==> src/rtl/hdmi_di_pkg.sv <==
// Shared definitions for the HDMI data-island receive path.
// Holds the packet type codes, the BCH generator and the one-bit BCH LFSR step.
// Purely combinational content; no latency or flow-control behaviour of its own.
package hdmi_di_pkg;

    localparam logic [7:0] PKT_ACR   = 8'h01;
    localparam logic [7:0] PKT_AUDIO = 8'h02;
    localparam logic [7:0] PKT_AVI   = 8'h82;
    localparam logic [7:0] PKT_AIF   = 8'h84;

    localparam logic [7:0] BCH_POLY  = 8'hC1;

    typedef enum logic {
        AUD_IDLE = 1'b0,
        AUD_EMIT = 1'b1
    } audState_t;

    // One LFSR step: shift left, fold the generator in when feedback is set.
    function automatic logic [7:0] bch_step(input logic [7:0] code, input logic din);
        bch_step = {code[6:0], 1'b0} ^ ((code[7] ^ din) ? BCH_POLY : 8'h00);
    endfunction

endpackage

==> src/rtl/hdmi_bch_syndrome.sv <==
// One BCH syndrome lane: folds one or two bits per cycle into an 8-bit LFSR.
// Latency: syndrome is combinational and already includes the current cycle's bits.
// Backpressure: none; the lane advances on every cycle with en=1.
//
// Ports: i_pixclk/i_reset_n clock and async active-low reset; clr restarts the
// code from zero on this cycle; en advances the lane; bitEven is folded first,
// then bitOdd when dual=1; syndrome is the code after this cycle's bits.
module hdmi_bch_syndrome
    import hdmi_di_pkg::*;
(
    input  logic       i_pixclk,
    input  logic       i_reset_n,
    input  logic       clr,
    input  logic       en,
    input  logic       bitEven,
    input  logic       bitOdd,
    input  logic       dual,
    output logic [7:0] syndrome
);

    logic [7:0] code;
    logic [7:0] base;
    logic [7:0] afterEven;

    // Clearing feeds zero into the first step so pos 0 starts a fresh codeword
    // without needing an extra idle cycle between packets.
    assign base      = clr ? 8'h00 : code;
    assign afterEven = bch_step(base, bitEven);
    assign syndrome  = dual ? bch_step(afterEven, bitOdd) : afterEven;

    always_ff @(posedge i_pixclk or negedge i_reset_n) begin
        if (!i_reset_n) begin
            code <= 8'h00;
        end else if (en) begin
            code <= syndrome;
        end
    end

endmodule

==> src/rtl/hdmi_data_island_rx.sv <==
// HDMI data-island packet decoder: reassembles 32-cycle packets, BCH-checks them, extracts ACR/audio.
// Latency: sync 1 cycle, o_pkt_valid 1 after pos 31, ACR 2 after, audio sample k at 2+k after.
// Backpressure: none; the receiver follows the link and outputs are strobes.
//
// Ports: i_pixclk, i_reset_n (async, active low); i_data marks the island;
// i_d0/i_d1/i_d2 TERC4-decoded nibbles; o_hsync/o_vsync; o_pkt_* packet with
// o_hdr_ok/o_sub_ok status; o_pkt_drop for discarded partials; o_acr_valid,
// o_cts, o_n; o_audio_valid, o_audio_l, o_audio_r.
// Build option HDMI_DI_AUDIO_EXTRACT_EN enables ACR/audio extraction; without it
// those outputs are held at zero.
module hdmi_data_island_rx
    import hdmi_di_pkg::*;
#(
    parameter int PKT_LEN = 32
) (
    input  logic         i_pixclk,
    input  logic         i_reset_n,
    input  logic         i_data,
    input  logic [3:0]   i_d0,
    input  logic [3:0]   i_d1,
    input  logic [3:0]   i_d2,
    output logic         o_hsync,
    output logic         o_vsync,
    output logic         o_pkt_valid,
    output logic [23:0]  o_pkt_header,
    output logic [223:0] o_pkt_sub,
    output logic         o_hdr_ok,
    output logic [3:0]   o_sub_ok,
    output logic         o_pkt_drop,
    output logic         o_acr_valid,
    output logic [19:0]  o_cts,
    output logic [19:0]  o_n,
    output logic         o_audio_valid,
    output logic [15:0]  o_audio_l,
    output logic [15:0]  o_audio_r
);

    localparam logic [4:0] LAST_POS = 5'(PKT_LEN - 1);

    // pos holds the position expected for the current nibble; it is zero
    // whenever the island is idle, so a nonzero pos means a packet is underway.
    logic [4:0]       pos;
    logic [4:0]       curPos;
    logic             pktDone;
    logic             dropNow;
    logic [23:0]      hdrReg;
    logic [3:0][55:0] subReg;
    logic [7:0]       hdrSyn;
    logic [3:0][7:0]  subSyn;

    assign curPos  = i_d0[3] ? pos : 5'd0;
    assign pktDone = i_data && (curPos == LAST_POS);
    // Partial packet: island ends, or a resync arrives, while mid-packet.
    assign dropNow = (pos != 5'd0) && (!i_data || !i_d0[3]);

    hdmi_bch_syndrome u_hdrBch (
        .i_pixclk (i_pixclk),
        .i_reset_n(i_reset_n),
        .clr      (curPos == 5'd0),
        .en       (i_data),
        .bitEven  (i_d0[2]),
        .bitOdd   (1'b0),
        .dual     (1'b0),
        .syndrome (hdrSyn)
    );

    for (genvar k = 0; k < 4; k++) begin : g_subBch
        hdmi_bch_syndrome u_subBch (
            .i_pixclk (i_pixclk),
            .i_reset_n(i_reset_n),
            .clr      (curPos == 5'd0),
            .en       (i_data),
            .bitEven  (i_d1[k]),
            .bitOdd   (i_d2[k]),
            .dual     (1'b1),
            .syndrome (subSyn[k])
        );
    end

    always_ff @(posedge i_pixclk or negedge i_reset_n) begin
        if (!i_reset_n) begin
            pos     <= 5'd0;
            hdrReg  <= '0;
            subReg  <= '0;
            o_hsync <= 1'b0;
            o_vsync <= 1'b0;
        end else if (!i_data) begin
            pos <= 5'd0;
        end else begin
            pos     <= curPos + 5'd1;
            o_hsync <= i_d0[0];
            o_vsync <= i_d0[1];
            if (curPos < 5'd24) begin
                hdrReg[curPos] <= i_d0[2];
            end
            if (curPos < 5'd28) begin
                for (int k = 0; k < 4; k++) begin
                    subReg[k][{curPos, 1'b0}] <= i_d1[k];
                    subReg[k][{curPos, 1'b1}] <= i_d2[k];
                end
            end
        end
    end

    // Data bits are complete well before pos 31; the syndromes come straight
    // from the lanes so the pos-31 parity bits are included in the same cycle.
    always_ff @(posedge i_pixclk or negedge i_reset_n) begin
        if (!i_reset_n) begin
            o_pkt_valid  <= 1'b0;
            o_pkt_drop   <= 1'b0;
            o_pkt_header <= '0;
            o_pkt_sub    <= '0;
            o_hdr_ok     <= 1'b0;
            o_sub_ok     <= 4'h0;
        end else begin
            o_pkt_valid <= pktDone;
            o_pkt_drop  <= dropNow;
            if (pktDone) begin
                o_pkt_header <= hdrReg;
                o_pkt_sub    <= subReg;
                o_hdr_ok     <= (hdrSyn == 8'h00);
                for (int k = 0; k < 4; k++) begin
                    o_sub_ok[k] <= (subSyn[k] == 8'h00);
                end
            end
        end
    end

`ifdef HDMI_DI_AUDIO_EXTRACT_EN
    logic      acrHit;
    logic      audStart;
    audState_t state;
    audState_t stateNxt;
    logic [1:0] emitIdx;
    logic [3:0] emitMask;
    logic [7:0] subBase;

    assign acrHit   = o_pkt_valid && (o_pkt_header[7:0] == PKT_ACR) && o_hdr_ok && o_sub_ok[0];
    assign audStart = o_pkt_valid && (o_pkt_header[7:0] == PKT_AUDIO) && o_hdr_ok;
    // Bit offset of subpacket emitIdx inside o_pkt_sub (idx * 56).
    assign subBase  = {emitIdx, 6'd0} - {3'd0, emitIdx, 3'd0};

    always_ff @(posedge i_pixclk or negedge i_reset_n) begin
        if (!i_reset_n) begin
            o_acr_valid <= 1'b0;
            o_cts       <= '0;
            o_n         <= '0;
        end else begin
            o_acr_valid <= acrHit;
            if (acrHit) begin
                o_cts <= {o_pkt_sub[11:8], o_pkt_sub[23:16], o_pkt_sub[31:24]};
                o_n   <= {o_pkt_sub[35:32], o_pkt_sub[47:40], o_pkt_sub[55:48]};
            end
        end
    end

    always_ff @(posedge i_pixclk or negedge i_reset_n) begin
        if (!i_reset_n) begin
            state    <= AUD_IDLE;
            emitIdx  <= 2'd0;
            emitMask <= 4'h0;
        end else begin
            state   <= stateNxt;
            emitIdx <= (state == AUD_EMIT) ? emitIdx + 2'd1 : 2'd0;
            if (state == AUD_IDLE && audStart) begin
                emitMask <= o_pkt_header[11:8] & o_sub_ok;
            end
        end
    end

    always_comb begin
        stateNxt = state;
        case (state)
            AUD_IDLE: if (audStart) stateNxt = AUD_EMIT;
            AUD_EMIT: if (emitIdx == 2'd3) stateNxt = AUD_IDLE;
            default:  stateNxt = AUD_IDLE;
        endcase
    end

    // Samples are read from the held packet registers, which stay stable for
    // the whole scan because packets are at least 32 cycles apart.
    always_comb begin
        o_audio_valid = 1'b0;
        o_audio_l     = 16'h0000;
        o_audio_r     = 16'h0000;
        if (state == AUD_EMIT && emitMask[emitIdx]) begin
            o_audio_valid = 1'b1;
            o_audio_l     = o_pkt_sub[subBase + 8'd8 +: 16];
            o_audio_r     = o_pkt_sub[subBase + 8'd32 +: 16];
        end
    end
`else
    assign o_acr_valid   = 1'b0;
    assign o_cts         = '0;
    assign o_n           = '0;
    assign o_audio_valid = 1'b0;
    assign o_audio_l     = '0;
    assign o_audio_r     = '0;
`endif

endmodule

==> config.mk <==
export PLATFORM = sky130hd
export DESIGN_NAME = hdmi_data_island_rx
export DESIGN_NICKNAME = d
export VERILOG_FILES = /design/src/rtl/hdmi_di_pkg.sv /design/src/rtl/hdmi_bch_syndrome.sv /design/src/rtl/hdmi_data_island_rx.sv
export SDC_FILE = /design/constraint.sdc
export NUM_CORES = 1
export LEC_CHECK = 0
export BUFFER_PORTS_ARGS = -buffer_cell sky130_fd_sc_hd__buf_2
export CAP_MARGIN = 30
export CORE_UTILIZATION = 57
export CTS_CLUSTER_SIZE = 8
export DETAILED_ROUTE_END_ITERATION = 7
export PLACE_DENSITY = 0.8
export SYNTH_ARGS = -nofsm -noshare
export SYNTH_HDL_FRONTEND = slang
export SYNTH_SLANG_ARGS = --single-unit
==> constraint.sdc <==
create_clock -name i_pixclk -period 2.64 [get_ports i_pixclk]
set_input_delay 0 -clock i_pixclk [delete_from_list [all_inputs] [get_ports i_pixclk]]
set_output_delay 0 -clock i_pixclk [all_outputs]
set_load 0.005 [all_outputs]
Word-level counts from Yosys, hierarchy flattened
Cells that the tools add are included.
{ "op_classes": {"n_mux": 31, "magnitude_cmp": 8, "addsub": 1, "bitwise": 18, "reduce_logical": 17, "eq_ne": 1} }
{ "ops": {"columns": ["operator", "n"], "rows": [
  ["56-bit bitwise mux", 8],
  ["8-bit 2-to-1 mux", 14],
  ["8-bit bitwise XOR", 9],
  ["8-bit zero test", 5],
  ["24-bit bitwise mux", 1],
  ["1-bit demux with 5-bit select", 3],
  ["6-bit by 7-bit < comparator with 1-bit output, second input constant", 2],
  ["6-bit by 1-bit >= comparator with 1-bit output, second input constant", 2],
  ["5-bit < comparator, second input constant", 2],
  ["5-bit 2-to-1 mux", 2],
  ["1-bit bitwise XOR", 9],
  ["5-bit by 6-bit < comparator with 1-bit output, second input constant", 1],
  ["5-bit by 1-bit adder with 5-bit output, second input constant", 1],
  ["5-bit == test, second input constant", 1],
  ["5-bit by 1-bit >= comparator with 1-bit output, second input constant", 1],
  ["1-bit logical AND", 5],
  ["5-bit zero test", 1],
  ["5-bit nonzero test", 1],
  ["2-bit AND reduction", 2],
  ["1-bit 2-to-1 mux", 3],
  ["1-bit zero test", 2],
  ["1-bit logical OR", 1]
]} }
{ "word_totals": {"elab_cells": 95, "reg_bits": 550, "input_bits": 15} }

Logic depth before layout (Yosys ltp)
Gate-level depths: netlist of the first run.
{ "depth": {"depth_word": 10, "depth_mapped": 14, "depth_no_buf": 12} }

Hierarchy
Synthesis of the first run repeated with hierarchy kept, for this count alone.
{ "hier_totals": {"cells_unflattened": 1613, "hier_area_um2": 23287.3} }
{ "by_module_without_submodules": {"columns": ["mod", "n_inst", "area_per_inst_um2", "cells_each"], "rows": [
  ["hdmi_data_island_rx", 1, 20153.1, 1278],
  ["hdmi_bch_syndrome", 5, 626.9, 67]
]} }

Least setup slack after synthesis of the first run
No wires, ideal clock.
{ "synth_path": {"path_kind": "register -> register", "from": "reg pos[0]", "to": "reg o_pkt_header[10]", "required_time_ps": 2575, "path_stages_with_launch": 14, "setup_ps": 65, "path_slack_ps": 602, "arrival_time_ps": 1973, "cell_sequence": "dfrtp_1 > nand2_1 > inv_1 > ha_1 > buf_2 > nand2_1 > nor2_1 > ha_1 > nand2_1 > inv_2 > clkbuf_1 > clkbuf_1 > nand2_1 > nand2_1"} }
{ "synth_via": {"elab_chain_cells": 3} }
{ "synth_lines": {"columns": ["element", "line_no", "rtl"], "rows": [
  ["start: declaration", "hdmi_data_island_rx.sv:42", "logic [4:0] pos;"],
  ["start signal: assignment", "hdmi_data_island_rx.sv:90", "pos <= curPos + 5'd1;"],
  ["5-bit 2-to-1 mux", "hdmi_data_island_rx.sv:51", "assign curPos = i_d0[3] ? pos : 5'd0;"],
  ["5-bit == test", "hdmi_data_island_rx.sv:52", "assign pktDone = i_data && (curPos == LAST_POS);"],
  ["1-bit logical AND", "hdmi_data_island_rx.sv:52", null],
  ["end signal: assignment", "hdmi_data_island_rx.sv:119", "o_pkt_header <= hdrReg;"],
  ["end: declaration", "hdmi_data_island_rx.sv:25", "output logic [23:0] o_pkt_header,"]
]} }
Every way passes these cells.
A chain may end at the register's enable or synchronous reset.

Worst setup path in the final report of the first run
{ "layout_path": {"from": "reg pos[0]", "to": "reg hdrReg[8]"} }
{ "layout_via": {"elab_chain_cells": 6, "elab_cells_between_ends": 9, "classes_between": "3 x order compare; 4 x mux; 2 x reduce/logical"} }
{ "layout_lines": {"columns": ["element", "line_no", "rtl"], "rows": [
  ["5-bit 2-to-1 mux *", "hdmi_data_island_rx.sv:51", null],
  ["5-bit by 6-bit < comparator with 1-bit output (implied by the code) / 5-bit by 1-bit >= comparator with 1-bit output (equally long branches)", "hdmi_data_island_rx.sv:94", "hdrReg[curPos] <= i_d0[2];"],
  ["1-bit logical AND (implied by the code)", "hdmi_data_island_rx.sv:94", null],
  ["1-bit 2-to-1 mux (implied by the code)", "hdmi_data_island_rx.sv:94", null],
  ["1-bit demux with 5-bit select", "hdmi_data_island_rx.sv:94", null],
  ["24-bit bitwise mux", "hdmi_data_island_rx.sv:94", null],
  ["end signal: indexed assignment", "hdmi_data_island_rx.sv:94", null],
  ["end: declaration", "hdmi_data_island_rx.sv:46", "logic [23:0] hdrReg;"]
]} }
Mark *: on every way between the ends. The rest lies on a longest branch, timed or not.

==> metrics.cfg, run 1 <==
[sta]
rsz0062_at_grt = false
max_freq_mhz = 445
finalCritPeriodShare = 0.851
worstMarginPinSlew_ns = 0.942
fin_crit_ns = 2.25
slew_headroom = 0.372
whs_ns = 0.0176
hold_violations = 0
clock_skew_ns = 0.0182
setup_violations = 0
fin_setup_tns_ns = 0
slew_violations = 0

[floorplanning]
die_height_um = 198
die_area_um2 = 39400
rows = 71
start_util = 0.581
num_io_pins = 346
design.core.area_um2 = 37800
die_w_um = 198

[power_and_ir_drop]
peakVddDrop_uv = 474
p_total_mw = 18.4
power.leakage_nw = 14.6
powerDensity_nw_per_um2 = 711

[worst_setup_path]
path_max_fanout = 10
reg2reg_depth = 5
rrSetupSlack_ns = 0.39
reg2reg_to = hdrReg[8]
startpoint = pos[0]
worstPathRequired_ns = 3.11
cp-endpoint = hdrReg[8]
crit-reg2reg-launch = pos[0]
slowest_delay_ns = 0.69
path_cells = nand2_1 -> ha_1 -> nand3_1 -> or3_1 -> mux2_1
arrival_ns = 2.71
endpoint_kind = flop
cp_slowest_cell = or3_1
crit_type = reg -> reg
startpoint_type = flop

[cts]
cts_setup_buffers = 0
cts.sink_count = 550
cts.path.max_buffers = 3
htreeDepth = 3
cts_hold_buf = 7
insertion_delay_ns = 0.59
cts_resized = 0
cts-root-buf = clkbuf_16
path_clk_slew_ns = 0.05
cts_tree = done
cts_buffers = 78

[synth]
netlist_area_um2 = 22000
async_flop_share = 1.00
synth_cells = 2017
synth-simple-area-share = 0.162
ys_seq_elements = 550
synth_top_family_by_area = simple AND/OR/NAND/NOR gates
postSynthAreaPerCell_um2 = 10.9
synth_compound_area_frac = 0.0202
ys.flop_type = dfrtp_1
yosysTopAreaCell = dfrtp_1
synth_xor_area_frac = 0.0143
synth_mux_area_frac = 0.125
synth_edf_count = 0
yosysWarnings = 0
synth_adder_area_share = 0.00284
synth_cell_types = 46
yosys-top-cells-area = dfrtp_1, nand2_1, mux2_2
yosys.area.top_type_share = 0.625
seq_area_frac_synth = 0.625

[status]
status = completed

[drt]
drtAntennaViolNets = 0
wl_um = 55100
wl_per_cell_um = 19.5
drtIter0Drc = 1051
drc = 0
dr.pass1.iters = 5
vias = 15300
viasPerCell = 5.40

[global_routing]
grt_pass1_wl_um = 86100
grt-ovfl-total = 0
grt_max_degree = 120
grt_pass1_vias = 15900
grt_usage = 0.286
antenna_found_initial = 2

[job]
maxCapViolations = 0

[layout]
regArea_um2 = 13800
fin_util = 0.685
synthToLayoutAreaGrowth_pct = 17.8
diodes = 0
nFillCells = 2720
nets = 2326
drive_above_1_share = 0.288
multi_input_area_um2 = 7420

[placed_design]
gp_congestion = 0.803
dp_hpwl_um = 33300
portBuffers = 271

[worst_hold_path]
hp-class = in -> async

-- worst max-delay path, delay by kind of cell (launching register included) --
kind | cells | cell delay [ns]
DFF | 1 | 0.38
and+or+nand+nor | 3 | 0.98
muxes | 1 | 0.46
adders and majority gates | 1 | 0.30
-- metrics by stage --
step	area [um^2]	instances	setup slack [ns]
global route	25900	2823	0.237
CTS	25900	2823	0.412
detailed placement	23800	2730	0.432
global placement	23800	2730	0.506
floorplan	22300	2090	0.602
finish	25900	2823	0.393
-- cells in the mapped netlist, drive strengths merged (5+ instances only) --
cell	number
xnor2	25
xor2	11
o21ai	26
nand3	16
buf	93
clkbuf	90
nor3	9
nor2	38
dfrtp	550
o22ai	12
nand2	812
a21oi	19
mux2	243
ha	5
and2	9
inv	28
-- flip-flops by register name, indices dropped and copies added, names as in the netlist, 4 cells and up --
register,cells
hdrReg,24
o_sub_ok,4
g_subBch.u_subBch.code,32
subReg,224
o_pkt_sub,224
o_pkt_header,24
u_hdrBch.code,8
pos,5
-- power by group --
group	internal [mW]	leakage [nW]	switching [mW]
clock	5.30	1.02	3.43
sequential	8.66	7.56	0.162
combinational	0.313	6.00	0.548
-- how the worst min path moves through the flow --
stage	start	to	slack, ns
global placement	i_reset_n	o_hsync	0.06
finish	i_reset_n	o_hsync	0.02
detailed placement	i_reset_n	o_hsync	0.05
floorplan	i_reset_n	g_subBch[0].u_subBch.code[0]	-0.30
global route	i_reset_n	o_vsync	0.06
CTS	i_reset_n	o_hsync	0.003
-- placed cells by master, fill, tap and decap left out, drive strengths merged, types with 2 or more instances in the layout --
master       count
nand2b           2
a21oi           19
clkinv           4
buf            312
dfrtp          550
or4              3
a41o             2
xnor2           25
dlygate4sd3      7
mux2           243
nor3             9
o22ai           12
nand2          812
nand3           16
nor4bb           2
a22oi            2
inv             30
a31oi            3
and2             9
ha               5
o31ai            3
conb            74
o21ai           26
clkbuf          80
nor2            38
nor4             2
o32ai            2
xor2            11
-- final cells by class --
| cell class | count | area share |
|---|---|---|
| multi-input cells | 1329 | 0.286 |
| inverters | 28 | 0.00435 |
| flip-flops and latches | 550 | 0.531 |
| well taps | 511 | 0.0247 |
| repair buffers | 319 | 0.0731 |
| clock buffers | 80 | 0.0768 |
| clock inverters | 6 | 0.00362 |
-- kinds of logic after synthesis --
family / count (synthesis)
buffers and inverters: 211
AND/OR/NAND/NOR: 897
multiplexers: 244
adder cells (fa/ha/maj): 5
flip-flops: 550
AO/OA/AOI/OAI: 73
XOR/XNOR: 36
other: 1
-- per-layer routing --
metal | up-vias | global-route usage | part of all wire
li1 | 6842 | - | -
met1 | 7717 | 0.375 | 0.41
met2 | 562 | 0.461 | 0.49
met4 | 0 | 0.139 | 0.040
met3 | 130 | 0.0556 | 0.060
met5 | - | 0 | 0
No activity file was read; power rests on OpenSTA's default activity.
==> run 2, diff against run 1 <==
--- a/config.mk
+++ b/config.mk
@@ -10,6 +10,7 @@
 export CORE_UTILIZATION = 57
 export CTS_CLUSTER_SIZE = 8
 export DETAILED_ROUTE_END_ITERATION = 7
+export GPL_TIMING_DRIVEN = 0
 export PLACE_DENSITY = 0.8
 export SYNTH_ARGS = -nofsm -noshare
 export SYNTH_HDL_FRONTEND = slang
==> run 2 against run 1 <==
Combinational power rose by 13%; first-iteration DRC count rose by 10%; flip-flop and latch count did not move; critical path depth rose by 11; power rose by 0.45%; die area did not move; clock skew rose by 0.0025 ns; via count rose by 5.6%; non-clock buffer count rose by 152; hold slack improved by 0.013 ns; worst setup slack got worse by 0.31 ns; critical endpoint is now o_pkt_sub[186].
==> metrics.cfg, run 2 (same netlist as run 1, synthesis figures left out) <==
[layout]
fin_area_um2 = 26700  ; +3.1%
nets = 2478  ; +6.5%
drive_above_1_share = 0.309  ; +0.0215
final_cell_mix = nand2_1, dfrtp_1, buf_2
top_regs = o_pkt_sub (224), subReg (224), g_subBch.u_subBch.code (32)
synthToLayoutAreaGrowth_pct = 21.4
nFillCells = 2658  ; -2.3%
final_common_cell = nand2_1

[power_and_ir_drop]
p_total_mw = 18.5  ; +0.45%
peakVddDrop_uv = 588  ; +24%
powerDensity_nw_per_um2 = 692  ; -2.6%
power.leakage_nw = 15.1  ; +3.6%

[cts]
cts.path.max_buffers = 3  ; unchanged
cts_buffers = 78  ; unchanged
htreeDepth = 3  ; unchanged
cts_tree = done
path_clk_slew_ns = 0.05  ; about the same
cts.sink_count = 550  ; unchanged
cts-root-buf = clkbuf_16
cts_setup_buffers = 0  ; unchanged
insertion_delay_ns = 0.60  ; about the same

[floorplanning]
die_area_um2 = 39400  ; unchanged
rows = 71  ; unchanged
die_w_um = 198  ; unchanged
num_io_pins = 346  ; unchanged
start_util = 0.581  ; unchanged
design.core.area_um2 = 37800  ; unchanged
die_height_um = 198  ; unchanged

[global_routing]
grt_usage = 0.315  ; +0.0284
antenna_found_initial = 1  ; -1
grt_pass1_wl_um = 92000  ; +6.9%
grt_pass1_vias = 16200  ; +2.3%
grt_max_degree = 123  ; +2.5%
grt-ovfl-total = 0  ; unchanged

[worst_setup_path]
arrival_ns = 3.08  ; +0.37 ns
startpoint = i_d0[3]
endpoint_kind = flop
startpoint_type = primary input
path_max_fanout = 10  ; unchanged
crit-reg2reg-launch = pos[0]
crit_type = in -> reg
worstPathRequired_ns = 3.17  ; +0.06 ns

[sta]
worstMarginPinSlew_ns = 1.08  ; +0.134 ns
rsz0062_at_grt = false
hold_violations = 0  ; unchanged
slew_violations = 0  ; unchanged
max_freq_mhz = 391  ; -12%
setup_violations = 0  ; unchanged
finalCritPeriodShare = 0.968  ; +0.117
slew_headroom = 0.283  ; -0.0894
clock_skew_ns = 0.0207  ; +0.00250 ns
setup_ws_ns = 0.0848  ; -0.308 ns
whs_ns = 0.0307  ; +0.0131 ns
fin_crit_ns = 2.56  ; +0.308 ns

[worst_hold_path]
hp-class = in -> reg
min_from = i_data

[placed_design]
dp_hpwl_um = 40400  ; +21%
place_area_um2 = 24400  ; +2.8%
gp_congestion = 0.826  ; +2.9%
place_ws_ns = -0.573  ; -1.00 ns
portBuffers = 268  ; -1.1%

[job]
maxCapViolations = 0  ; unchanged

[drt]
wl_um = 60700  ; +10%
wl_per_cell_um = 20.4  ; +4.4%
vias = 16100  ; +5.6%
dr.pass1.iters = 6  ; +1
drc = 0  ; unchanged
viasPerCell = 5.41  ; about the same
drtAntennaViolNets = 0  ; unchanged
drtIter0Drc = 1160  ; +10%

[status]
status = completed

## run 2: changes by cell type in the layout (fill, tap and decap cells not counted), moves of 2 or more
cell / before / now
buf_4: 29 / 78
clkbuf_1: 0 / 44
clkbuf_2: 0 / 33
buf_12: 12 / 1
buf_2: 270 / 280
clkbuf_4: 0 / 8
buf_1: 0 / 6
buf_6: 0 / 6
dlygate4sd3_1: 7 / 12
buf_16: 0 / 4
inv_6: 1 / 3
nor2_2: 8 / 6
nor2_4: 0 / 2
## run 2: final timing paths
path,end,slack (ns),cells past startpoint
hold reg to reg,o_pkt_sub[48],0.46,2
max in group asynchronous,o_pkt_sub[79],0.47,6
setup reg to reg,o_sub_ok[3],0.09,13
min in group asynchronous,subReg[0],0.46,3
hold / removal,hdrReg[18],0.03,4
setup / recovery,o_pkt_sub[186],0.08,16
## run 2: worst max-delay path: stages
cell and delay [ns]:
dlygate4sd3_1 0.57, buf_2 0.19, buf_4 0.20, nand2_1 0.13
inv_1 0.11, ha_1 0.15, buf_2 0.22, nand2_1 0.07
nor2_1 0.10, ha_1 0.16, nand2_1 0.13, inv_4 0.24
buf_4 0.29, clkbuf_4 0.27, nand2_1 0.14, nand2_1 0.09
## run 2: stage by stage
stage	cells	utilization	TNS, ns
floorplan	2090	-	0
global placement	2869	0.641	-5063.37
detailed placement	2876	0.645	-72.40
CTS	2975	0.704	-1.39
global route	2977	0.706	0
finish	2977	0.706	0
## run 2: final cells by class
class | count | area, um^2 | area share
inverters | 28 | 108 | 0.00403
clock inverters | 7 | 95.1 | 0.00356
diodes | 1 | 2.50 | 0.0000936
clock buffers | 80 | 1960 | 0.0733
well taps | 511 | 639 | 0.0239
repair buffers | 289 | 1660 | 0.0620
multi-input cells | 1329 | 7420 | 0.278
plain buffers | 182 | 1080 | 0.0404
flip-flops and latches | 550 | 13800 | 0.515
## run 2: timing repair
action / CTS / global route
hold endpoints to repair: 108 / 0
gates resized for setup: 32 / 61
hold buffers: 12 / 0
endpoints found under the setup margin: 244 / 345
cloned: 0 / 1
## run 2: power by group
part	switching [mW]	total (mW)	internal [mW]
Combinational	0.586	0.973	0.387
Clock	3.48	8.70	5.22
Sequential	0.164	8.82	8.66
## run 2: routing by layer
metal,part of all wire,up-vias,track usage
li1,-,7168,-
met1,0.41,8062,0.411
met2,0.48,705,0.519
met3,0.071,164,0.0521
met4,0.043,0,0.144
met5,0,-,0
